`src/rtl/mem_arb_pkg.sv`:
```
// Shared types and helpers for the memory port arbiter.
package mem_arb_pkg;

  // Arbiter FSM encoding.
  typedef enum logic [0:0] {
    IDLE  = 1'b0,
    ISSUE = 1'b1
  } state_t;

  // Widest requester vector the round-robin helper handles.
  localparam int MAX_REQ = 8;

  // Width of a requester index.
  function automatic int tag_width_f(input int n);
    return (n <= 1) ? 1 : $clog2(n);
  endfunction

  // First set bit of req at or after ptr, wrapping modulo n.
  // Returns ptr when nothing is set; callers qualify with |req.
  function automatic logic [2:0] rr_pick(input logic [MAX_REQ-1:0] req,
                                         input logic [2:0]         ptr,
                                         input int                 n);
    logic [2:0] w_pick;
    logic       w_found;
    int         w_idx;
    logic [2:0] w_idx3;
    w_pick  = ptr;
    w_found = 1'b0;
    for (int k = 0; k < MAX_REQ; k++) begin
      w_idx  = (int'(ptr) + k) % n;
      w_idx3 = w_idx[2:0];
      if ((k < n) && !w_found && req[w_idx3]) begin
        w_pick  = w_idx3;
        w_found = 1'b1;
      end
    end
    return w_pick;
  endfunction

endpackage

```
`src/rtl/mem_arb_tag_fifo.sv`:
```
// In-order FIFO of requester tags for outstanding reads.
// A pop while empty is ignored; a push while full is accepted only when a
// pop frees the head slot in the same cycle.
module mem_arb_tag_fifo #(
  parameter int DEPTH = 4,
  parameter int WIDTH = 2
) (
  input  logic             clk_i,
  input  logic             arst_i,
  input  logic             push_i,
  input  logic             pop_i,
  input  logic [WIDTH-1:0] din_i,
  output logic [WIDTH-1:0] dout_o,
  output logic             full_o,
  output logic             empty_o
);

  localparam int AW = $clog2(DEPTH);

  logic [WIDTH-1:0] r_mem [DEPTH];
  logic [AW:0]      r_wptr;
  logic [AW:0]      r_rptr;
  logic             w_do_push;
  logic             w_do_pop;

  assign empty_o   = (r_wptr == r_rptr);
  assign full_o    = (r_wptr[AW] != r_rptr[AW]) && (r_wptr[AW-1:0] == r_rptr[AW-1:0]);
  assign w_do_pop  = pop_i && !empty_o;
  assign w_do_push = push_i && (!full_o || w_do_pop);
  assign dout_o    = r_mem[r_rptr[AW-1:0]];

  // Advance read/write pointers on accepted pops/pushes.
  always_ff @(posedge clk_i or posedge arst_i) begin
    if (arst_i) begin
      r_wptr <= '0;
      r_rptr <= '0;
    end else begin
      if (w_do_push) r_wptr <= r_wptr + 1'b1;
      if (w_do_pop)  r_rptr <= r_rptr + 1'b1;
    end
  end

  // Tag storage; when full the head is read out before being overwritten.
  always_ff @(posedge clk_i or posedge arst_i) begin
    if (arst_i) begin
      for (int i = 0; i < DEPTH; i++) r_mem[i] <= '0;
    end else if (w_do_push) begin
      r_mem[r_wptr[AW-1:0]] <= din_i;
    end
  end

endmodule

```
`src/rtl/mem_port_arbiter.sv`:
```
// Round-robin arbiter sharing one Avalon memory port between requesters.
// Read data returns to the issuing requester through an in-order tag FIFO;
// per-sample starvation is counted for firmware.
module mem_port_arbiter
  import mem_arb_pkg::*;
#(
  parameter int NUM_REQ         = 4,
  parameter int ADDR_WIDTH      = 22,
  parameter int DATA_WIDTH      = 16,
  parameter int MAX_OUTSTANDING = 4,
  parameter int OVR_CNT_WIDTH   = 16
) (
  input  logic                          clk_i,
  input  logic                          arst_i,
  input  logic                          sample_tick_i,
  input  logic                          ovr_clr_i,
  input  logic [NUM_REQ-1:0]            req_i,
  input  logic [NUM_REQ-1:0]            we_i,
  input  logic [NUM_REQ*ADDR_WIDTH-1:0] addr_i,
  input  logic [NUM_REQ*DATA_WIDTH-1:0] wdata_i,
  output logic [NUM_REQ-1:0]            ack_o,
  output logic [DATA_WIDTH-1:0]         rdata_o,
  output logic [NUM_REQ-1:0]            rdata_val_o,
  output logic                          mem_read_o,
  output logic                          mem_write_o,
  output logic [ADDR_WIDTH-1:0]         mem_addr_o,
  output logic [DATA_WIDTH-1:0]         mem_wdata_o,
  input  logic                          mem_waitrequest_i,
  input  logic [DATA_WIDTH-1:0]         mem_rdata_i,
  input  logic                          mem_rdata_val_i,
  output logic [OVR_CNT_WIDTH-1:0]      ovr_cnt_o,
  output logic                          err_o
);

  localparam int TAG_WIDTH = tag_width_f(NUM_REQ);

  state_t                   r_state;
  logic [TAG_WIDTH-1:0]     r_ptr;
  logic [TAG_WIDTH-1:0]     r_gnt;
  logic                     r_mem_read;
  logic                     r_mem_write;
  logic [ADDR_WIDTH-1:0]    r_mem_addr;
  logic [DATA_WIDTH-1:0]    r_mem_wdata;
  logic [DATA_WIDTH-1:0]    r_rdata;
  logic [NUM_REQ-1:0]       r_rdata_val;
  logic [OVR_CNT_WIDTH-1:0] r_ovr_cnt;
  logic                     r_err;

  logic [NUM_REQ-1:0]       w_elig;
  logic [TAG_WIDTH-1:0]     w_pick;
  logic [TAG_WIDTH-1:0]     w_ptr_next;
  logic                     w_accept;
  logic [NUM_REQ-1:0]       w_ack;
  logic [NUM_REQ-1:0]       w_head_oh;
  logic                     w_fifo_full;
  logic                     w_fifo_empty;
  logic [TAG_WIDTH-1:0]     w_head;
  logic                     w_push;
  logic                     w_ovr_hit;

  // Writes are always eligible; reads only while a tag slot is free.
  assign w_elig     = req_i & (we_i | {NUM_REQ{!w_fifo_full}});
  assign w_pick     = TAG_WIDTH'(rr_pick(MAX_REQ'(w_elig), 3'(r_ptr), NUM_REQ));
  assign w_ptr_next = (r_gnt == TAG_WIDTH'(NUM_REQ - 1)) ? '0 : r_gnt + 1'b1;
  assign w_accept   = (r_state == ISSUE) && !mem_waitrequest_i;
  assign w_push     = w_accept && r_mem_read;
  assign w_ovr_hit  = sample_tick_i && (|(req_i & ~w_ack));

  // Acknowledge the granted requester in the cycle memory accepts the command.
  always_comb begin
    w_ack = '0;
    if (w_accept) begin
      w_ack[r_gnt] = 1'b1;
    end else begin
      w_ack = '0;
    end
  end

  // One-hot strobe for the requester that owns the oldest outstanding read.
  always_comb begin
    w_head_oh = '0;
    w_head_oh[w_head] = 1'b1;
  end

  mem_arb_tag_fifo #(
    .DEPTH (MAX_OUTSTANDING),
    .WIDTH (TAG_WIDTH)
  ) u_tag_fifo (
    .clk_i   (clk_i),
    .arst_i  (arst_i),
    .push_i  (w_push),
    .pop_i   (mem_rdata_val_i),
    .din_i   (r_gnt),
    .dout_o  (w_head),
    .full_o  (w_fifo_full),
    .empty_o (w_fifo_empty)
  );

  // Grant FSM: latch the winning command in IDLE, hold it through waitrequest.
  always_ff @(posedge clk_i or posedge arst_i) begin
    if (arst_i) begin
      r_state     <= IDLE;
      r_ptr       <= '0;
      r_gnt       <= '0;
      r_mem_read  <= 1'b0;
      r_mem_write <= 1'b0;
      r_mem_addr  <= '0;
      r_mem_wdata <= '0;
    end else begin
      case (r_state)
        IDLE: begin
          if (|w_elig) begin
            r_gnt       <= w_pick;
            r_mem_read  <= !we_i[w_pick];
            r_mem_write <= we_i[w_pick];
            r_mem_addr  <= addr_i[w_pick*ADDR_WIDTH +: ADDR_WIDTH];
            r_mem_wdata <= wdata_i[w_pick*DATA_WIDTH +: DATA_WIDTH];
            r_state     <= ISSUE;
          end
        end
        ISSUE: begin
          if (!mem_waitrequest_i) begin
            r_mem_read  <= 1'b0;
            r_mem_write <= 1'b0;
            r_ptr       <= w_ptr_next;
            r_state     <= IDLE;
          end
        end
        default: begin
          r_mem_read  <= 1'b0;
          r_mem_write <= 1'b0;
          r_state     <= IDLE;
        end
      endcase
    end
  end

  // Register returning read data and strobe the owner of the head tag.
  always_ff @(posedge clk_i or posedge arst_i) begin
    if (arst_i) begin
      r_rdata     <= '0;
      r_rdata_val <= '0;
    end else if (mem_rdata_val_i && !w_fifo_empty) begin
      r_rdata     <= mem_rdata_i;
      r_rdata_val <= w_head_oh;
    end else begin
      r_rdata_val <= '0;
    end
  end

  // Saturating starvation counter; a clear beats a coincident overrun.
  always_ff @(posedge clk_i or posedge arst_i) begin
    if (arst_i) begin
      r_ovr_cnt <= '0;
    end else if (ovr_clr_i) begin
      r_ovr_cnt <= '0;
    end else if (w_ovr_hit && (r_ovr_cnt != '1)) begin
      r_ovr_cnt <= r_ovr_cnt + 1'b1;
    end
  end

  // Sticky flag for read data arriving with no read outstanding.
  always_ff @(posedge clk_i or posedge arst_i) begin
    if (arst_i) begin
      r_err <= 1'b0;
    end else if (ovr_clr_i) begin
      r_err <= 1'b0;
    end else if (mem_rdata_val_i && w_fifo_empty) begin
      r_err <= 1'b1;
    end
  end

  assign ack_o       = w_ack;
  assign rdata_o     = r_rdata;
  assign rdata_val_o = r_rdata_val;
  assign mem_read_o  = r_mem_read;
  assign mem_write_o = r_mem_write;
  assign mem_addr_o  = r_mem_addr;
  assign mem_wdata_o = r_mem_wdata;
  assign ovr_cnt_o   = r_ovr_cnt;
  assign err_o       = r_err;

endmodule

```
`config.mk`:
```
export PLATFORM = sky130hd
export DESIGN_NAME = mem_port_arbiter
export DESIGN_NICKNAME = d
export VERILOG_FILES = /design/src/rtl/mem_arb_pkg.sv /design/src/rtl/mem_arb_tag_fifo.sv /design/src/rtl/mem_port_arbiter.sv
export SDC_FILE = /design/constraint.sdc
export NUM_CORES = 1
export LEC_CHECK = 0
export CORE_MARGIN = 2
export CORE_UTILIZATION = 37
export CTS_CLUSTER_DIAMETER = 30
export DETAILED_ROUTE_END_ITERATION = 12
export PLACE_DENSITY = 0.78
export SKIP_LAST_GASP = 1
export SLEW_MARGIN = 20
export SYNTH_ARGS = -nofsm -noshare
export SYNTH_HDL_FRONTEND = slang
export SYNTH_SLANG_ARGS = --single-unit
```
`constraint.sdc`:
```
create_clock -name clk_i -period 3 [get_ports clk_i]
set_clock_uncertainty 0.05 [all_clocks]
set_input_delay 0.6 -clock clk_i [delete_from_list [all_inputs] [get_ports clk_i]]
set_output_delay 0.6 -clock clk_i [all_outputs]
set_load 0.005 [all_outputs]
```
# Yosys cells after proc, flatten, opt, wreduce, memory -nomap -nowiden
# Cells that the tools add are included.
word_totals:
  register_bits: 96
  output_inout_bits: 81
op_classes:
  add_sub_neg: 7
  n_mul: 1
  order_cmp: 12
  eq_ne: 7
  n_shift: 2
  muxes: 41
  bitwise_logic: 11
  reduce_logical: 32
op_table:
  columns: ["cell", "n"]
  rows:
  - ["$shiftx A88 B8 Y22", 1]
  - ["$shiftx A64 B7 Y16", 1]
  - ["$mux W16", 2]
  - ["$mux W1", 17]
  - ["$add A16 B1 Y16 const B", 1]
  - ["$ne A16 B16 Y1 const B", 1]
  - ["$logic_and A1 B1 Y1", 14]
  - ["$mux W2", 7]
  - ["$lt A3 B4 Y1 const B", 3]
  - ["$bmux W1 S3", 3]
  - ["$lt A2 B3 Y1 const B", 3]
  - ["$and A4 B4 Y4", 2]
  - ["$bwmux W8", 1]
  - ["$mux W4", 2]
  - ["$reduce_or A4 Y1", 2]
  - ["$logic_not A1 Y1", 7]
  - ["$add A3 B1 Y3 const B", 2]
  - ["$ge A3 B3 Y1 const B", 2]
  - ["$mul A2 B4 Y6 const B", 1]
  - ["$not A2 Y3", 2]
  - ["$pmux W1 S2", 3]
  - ["$reduce_and A2 Y1", 3]
  - ["$reduce_or A2 Y1", 3]
  - ["$add A2 B1 Y2 const B", 2]
  - ["19 further kinds", 28]

# Depth between registers and ports, before layout
# Gate-level depths: netlist of run 1.
logic_depth:
  depth_word: 22
  ltp_mapped: 10
  mapped_depth_nobuf: 8

# Modules after synthesis
# From an unflattened synthesis of run 1, not the netlist that was laid out.
unflattened:
  hier_cells: 479
  hier_area_um2: 5405.2
by_module_without_submodules:
  columns: ["mod", "instances", "cells_per_inst", "area_each_um2"]
  rows:
  - ["mem_port_arbiter", 1, 424, 4544.4]
  - ["mem_arb_tag_fifo", 1, 55, 860.8]

# Worst setup path after synthesis of run 1
# Ideal clock, no wire load.
synth_timing:
  kind: "flip-flop to flip-flop"
  from: "reg u_tag_fifo.r_rptr[1]"
  to: "reg r_mem_read (netlist: mem_read_o)"
  setup_ns: 0.126
  t_arrival_ns: 2.377
  required_time_ns: 2.824
  slack_ns: 0.447
  path_stages_with_launch: 9
  path_buffers: 2
  period_less_slack_ns: 2.553
  path_cell_list: "dfrtp_1 xor2_2 o41ai_1 nand3_1 a311o_1 buf_6 buf_6 mux2i_1 a221o_1"
synth_between:
  elab_chain_len: 22
  elab_cells_between_ends: 33
  cone_classes: "eq/ne (2); mux (18); bitwise (2); reduce/logical (11)"
synth_lines:
  columns: ["item", "line", "text"]
  rows:
  - ["from (decl)", "mem_arb_tag_fifo.sv:22", "logic [AW:0] r_rptr;"]
  - ["from (signal assigned)", "mem_arb_tag_fifo.sv:39", "if (w_do_pop) r_rptr <= r_rptr + 1'b1;"]
  - ["$eq A2 B2 Y1 (*)", "mem_arb_tag_fifo.sv:27", "assign full_o = (r_wptr[AW] != r_rptr[AW]) && (r_wptr[AW-1:0] == r_rptr[AW-1:0]);"]
  - ["$logic_and A1 B1 Y1 (*)", "mem_arb_tag_fifo.sv:27", null]
  - ["$logic_not A1 Y1 (*)", "mem_port_arbiter.sv:62", "assign w_elig = req_i & (we_i | {NUM_REQ{!w_fifo_full}});"]
  - ["$or A4 B4 Y4 (*)", "mem_port_arbiter.sv:62", null]
  - ["$and A4 B4 Y4 (*)", "mem_port_arbiter.sv:62", null]
  - ["$bmux W1 S2", "mem_arb_pkg.sv:32", "if ((k < n) && !w_found && req[w_idx3]) begin"]
  - ["$mux W1 (implied by the code)", "mem_arb_pkg.sv:32", null]
  - ["$mux W1", "mem_arb_pkg.sv:32", null]
  - ["[... 6 more ...]", null, null]
  - ["$logic_not A1 Y1", "mem_arb_pkg.sv:32", null]
  - ["$logic_and A1 B1 Y1", "mem_arb_pkg.sv:32", null]
  - ["$mux W2", "mem_arb_pkg.sv:32", null]
  - ["$bmux W1 S2", "mem_port_arbiter.sv:114", "r_mem_read <= !we_i[w_pick];"]
  - ["$mux W1 (implied by the code)", "mem_port_arbiter.sv:114", null]
  - ["$logic_not A1 Y1", "mem_port_arbiter.sv:114", null]
  - ["$mux W1", "mem_port_arbiter.sv:112", "if (|w_elig) begin"]
  - ["$pmux W1 S2", "mem_port_arbiter.sv:110", "case (r_state)"]
  - ["to (signal assigned)", "mem_port_arbiter.sv:114", null]
  - ["to (decl)", "mem_port_arbiter.sv:40", "logic r_mem_read;"]
# Every way passes the cells marked *; elsewhere a longest branch is shown, timed or not. The select of a mux whose other input is x is not followed.
# A chain may end at the register's enable or synchronous reset.

# Final worst setup path of run 1
layout_timing:
  from: "reg u_tag_fifo.r_rptr[1]"
  to: "reg r_mem_addr[11] (netlist: mem_addr_o[11])"
layout_between:
  elab_chain_len: 19
  elab_cells_between_ends: 29
  cone_classes: "mul (1); eq/ne (1); shift (1); mux (14); bitwise (2); reduce/logical (10)"
layout_lines:
  columns: ["item", "line", "text"]
  rows:
  - ["$eq A2 B2 Y1 (*)", "mem_arb_tag_fifo.sv:27", null]
  - ["$logic_and A1 B1 Y1 (*)", "mem_arb_tag_fifo.sv:27", null]
  - ["$logic_not A1 Y1 (*)", "mem_port_arbiter.sv:62", null]
  - ["$or A4 B4 Y4 (*)", "mem_port_arbiter.sv:62", null]
  - ["$and A4 B4 Y4 (*)", "mem_port_arbiter.sv:62", null]
  - ["$bmux W1 S2", "mem_arb_pkg.sv:32", null]
  - ["$mux W1 (implied by the code)", "mem_arb_pkg.sv:32", null]
  - ["$mux W1", "mem_arb_pkg.sv:32", null]
  - ["[... 3 more ...]", null, null]
  - ["$logic_not A1 Y1", "mem_arb_pkg.sv:32", null]
  - ["$logic_and A1 B1 Y1", "mem_arb_pkg.sv:32", null]
  - ["$mux W1", "mem_arb_pkg.sv:32", null]
  - ["$logic_not A1 Y1", "mem_arb_pkg.sv:32", null]
  - ["$logic_and A1 B1 Y1", "mem_arb_pkg.sv:32", null]
  - ["$mux W2", "mem_arb_pkg.sv:32", null]
  - ["$mul A2 B4 Y6", "mem_port_arbiter.sv:116", "r_mem_addr <= addr_i[w_pick*ADDR_WIDTH +: ADDR_WIDTH];"]
  - ["$shiftx A88 B8 Y22", "mem_port_arbiter.sv:116", null]
  - ["to (signal assigned)", "mem_port_arbiter.sv:116", null]
  - ["to (decl)", "mem_port_arbiter.sv:42", "logic [ADDR_WIDTH-1:0] r_mem_addr;"]
# Marked as above.

==> reports/qor.yml, run 1 <==
layout:
  syn2layout_area_growth_pct: 63.4
  seqCellArea_um2: 2400
  layout.nets: 967
  fin_area_um2: 8440
  final_common_cell: "clkdlybuf4s50_1"
  fillCellCount: 1124
  final_cell_mix: "clkdlybuf4s50_1 (262), nand2_1 (113), dfrtp_1 (96)"
  drive_above_1_share_pct: 6.67
  fin_util_pct: 61.3
  antenna_cells: 0
  multi_input_area_um2: 2580
synth:
  yosys_most_used_dff: "dfrtp_1"
  ys_seq_area_share_pct: 46.5
  avgSynthCellArea_um2: 10.2
  ys_ff_latch: 96
  ys_types: 43
  netlist_top_cells_area: "dfrtp_1 (47%), mux2i_1 (15%), nand2_1 (8.2%)"
  synth_top_area_share_pct: 46.5
  synth_edf_count: 0
  syn_nets: 699
  ys_warn_count: 0
  async_reset_ff_share_pct: 100
  synth_area_um2: 5160
  synth_cells: 507
  yosysTopAreaCell: "dfrtp_1"
route:
  vias: 5064
  dr.pass1.iters: 4
  drc: 0
  drt_wl_total_um: 17200
  vias_per_cell: 5.28
  wl_per_cell_um: 17.9
  antenna_left: 0
  drt_iter0_markers: 307
timing:
  timing.fmax_mhz: 360
  hold_viol_final: 0
  fin_hold_ws_ns: 0.435
  slew_violations: 0
  fin_crit_sh_pct: 92.7
  worst_pin_slew_ns: 0.812
  setup_viol: 0
  finalCriticalPeriod_ns: 2.78
  relSlewSlack_pct: 45.8
  rsz0062_at_grt: "false"
power_and_ir_drop:
  p_per_area_nw_per_um2: 828
  leakagePower_uw: 0.00378
  ir_drop_mv: 0.451
critical_path:
  crit_fanout: 30
  end_kind: "flip-flop"
  worst-setup-path-type: "reg -> reg"
  reg2reg_from: "u_tag_fifo.r_rptr[1]$_DFFE_PP0P_"
  reg2reg_slack_ns: 0.22
  critical_path_required_ns: 3.16
  worst_setup_path_start_kind: "flip-flop"
  startpoint: "u_tag_fifo.r_rptr[1]$_DFFE_PP0P_"
  arrival_ns: 2.94
  regToRegEndpoint: "mem_addr_o[11]$_DFFE_PP0P_"
  r2r_cells: 7
floorplan:
  coreArea_um2: 13800
  start_util_pct: 37.5
  ioPinCount: 263
  die_x_um: 122
  die_h_um: 122
  die_area_um2: 14900
  rows: 43
placed_design:
  numPortBuffers: 262
  place_area_um2: 8110
  dp_hpwl_um: 13400
  routabilityCongestion: 0.930
min_path:
  holdCritPathClass: "reg -> reg"
  hold_end: "rdata_o[0]$_DFFE_PP0P_"
  hold_start: "rdata_o[0]$_DFFE_PP0P_"
  hold_depth: 2
clock_network:
  h-tree-depth: 3
  cts_tree: "yes"
  cts_hold_buf: 0
  cts_buffer_depth: 2
  insertion_delay_ns: 0.35
  clkSinkCount: 96
  cts_resized: 0
  clockRootBuffer: "clkbuf_16"
  cts_made_buffers: 9
  post_cts_buffers: 0
  cts.clk_slew.worst_paths_ns: 0.07
status:
  status: "completed"
run:
  maxCapViolCount: 0
global_routing:
  grt_max_degree: 33
  antenna_found_initial: 0
  grt_overflow: 0
  grt_pass1_wl_um: 26500
  grt_pass1_vias: 5410
  grt_usage_pct: 23.0
layout make-up:
cell class	count	area share [%]
well taps	180	2.67
inverters	11	0.534
clock inverters	6	1.07
repair buffers	287	33.9
clock buffers	10	2.83
flip-flops and latches	96	28.5
multi-input cells	370	30.6
cells in the mapped netlist (3+ instances only):
cell type / instances
buf_6: 3
o221ai_1: 39
nand3_1: 12
xnor2_1: 5
o21ai_0: 11
o41ai_1: 3
clkbuf_1: 15
ha_1: 10
nor2b_1: 3
nand2b_1: 3
and3_1: 8
nand3b_1: 4
a21oi_1: 3
buf_2: 10
dfrtp_1: 96
xor2_1: 15
nand2_1: 113
nor2_1: 23
mux2i_1: 78
nand4_1: 9
inv_1: 11
logic make-up (layout without fill, tap and decap cells):
family | after synthesis | count (layout) | synth area share, %
xor gates and xnor gates | 22 | 22 | 4.02
muxes | 80 | 80 | 16.0
buffers and inverters | 41 | 314 | 3.66
and+or+nand+nor | 185 | 185 | 15.7
AOI/OAI and AO/OA | 73 | 73 | 11.7
adders and majority gates | 10 | 10 | 2.42
DFF | 96 | 96 | 46.5
worst max path at each step:
stage / to / slack [ns] / cells after the start
5_1_grt: mem_addr_o[8]$_DFFE_PP0P_ / 0.07 / 7
4_1_cts: mem_addr_o[11]$_DFFE_PP0P_ / 0.23 / 7
3_3_place_gp: mem_wdata_o[2]$_DFFE_PP0P_ / 0.04 / 8
3_5_place_dp: mem_addr_o[4]$_DFFE_PP0P_ / -0.05 / 7
6_report: mem_addr_o[11]$_DFFE_PP0P_ / 0.22 / 7
2_1_floorplan: mem_read_o$_DFFE_PP0P_ / 0.45 / 8
per-layer routing:
| layer | part of all wire [%] | vias up | global-route usage (%) | wire length (µm) |
|---|---|---|---|---|
| li1 | - | 2355 | - | - |
| met1 | 39 | 2456 | 26.5 | 6670 |
| met2 | 51 | 217 | 40.9 | 8850 |
| met3 | 7.3 | 36 | 5.20 | 1250 |
| met4 | 2.6 | 0 | 9.41 | 450 |
| met5 | 0 | - | 0 | 0 |
registers in the layout, summed over array words and instances, names as in the netlist:
| register | cells |
|---|---|
| mem_addr_o | 22 |
| r_ptr | 2 |
| mem_wdata_o | 16 |
| u_tag_fifo.r_mem | 8 |
| rdata_val_o | 4 |
| u_tag_fifo.r_wptr | 3 |
| r_state | 1 |
| err_o | 1 |
| mem_write_o | 1 |
| ovr_cnt_o | 16 |
| u_tag_fifo.r_rptr | 3 |
| rdata_o | 16 |
| r_gnt | 2 |
| mem_read_o | 1 |
critical path, stage by stage (launching register included):
cell,delay (ns)
dfrtp_1,0.48
xor2_2,0.27
o41ai_1,0.55
a211oi_1,0.16
a311o_2,0.52
buf_12,0.24
mux2i_1,0.21
o221ai_1,0.15
through the flow:
stage,setup WS [ns],setup TNS (ns),instances,power (µW)
3_3_place_gp,0.0387,0,944,5600
3_5_place_dp,-0.0514,-0.539,944,5740
6_report,0.219,0,960,6990
2_1_floorplan,0.447,0,507,4070
5_1_grt,0.0656,0,960,7430
4_1_cts,0.228,0,960,7020
power breakdown:
group,leakage (µW),switching [µW],internal [µW]
clock,0.000159,520,757
sequential,0.00121,353,1800
combinational,0.00241,1640,1910
No activity file was read; power rests on OpenSTA's default activity.
==> inputs of run 2 (changes only) <==
--- a/config.mk
+++ b/config.mk
@@ -11,7 +11,6 @@
 export DETAILED_ROUTE_END_ITERATION = 12
 export PLACE_DENSITY = 0.78
 export SKIP_LAST_GASP = 1
-export SLEW_MARGIN = 20
 export SYNTH_ARGS = -nofsm -noshare
 export SYNTH_HDL_FRONTEND = slang
 export SYNTH_SLANG_ARGS = --single-unit
==> results of run 2 <==
No change in the layout: final DEF, timing and power equal those of run 1.
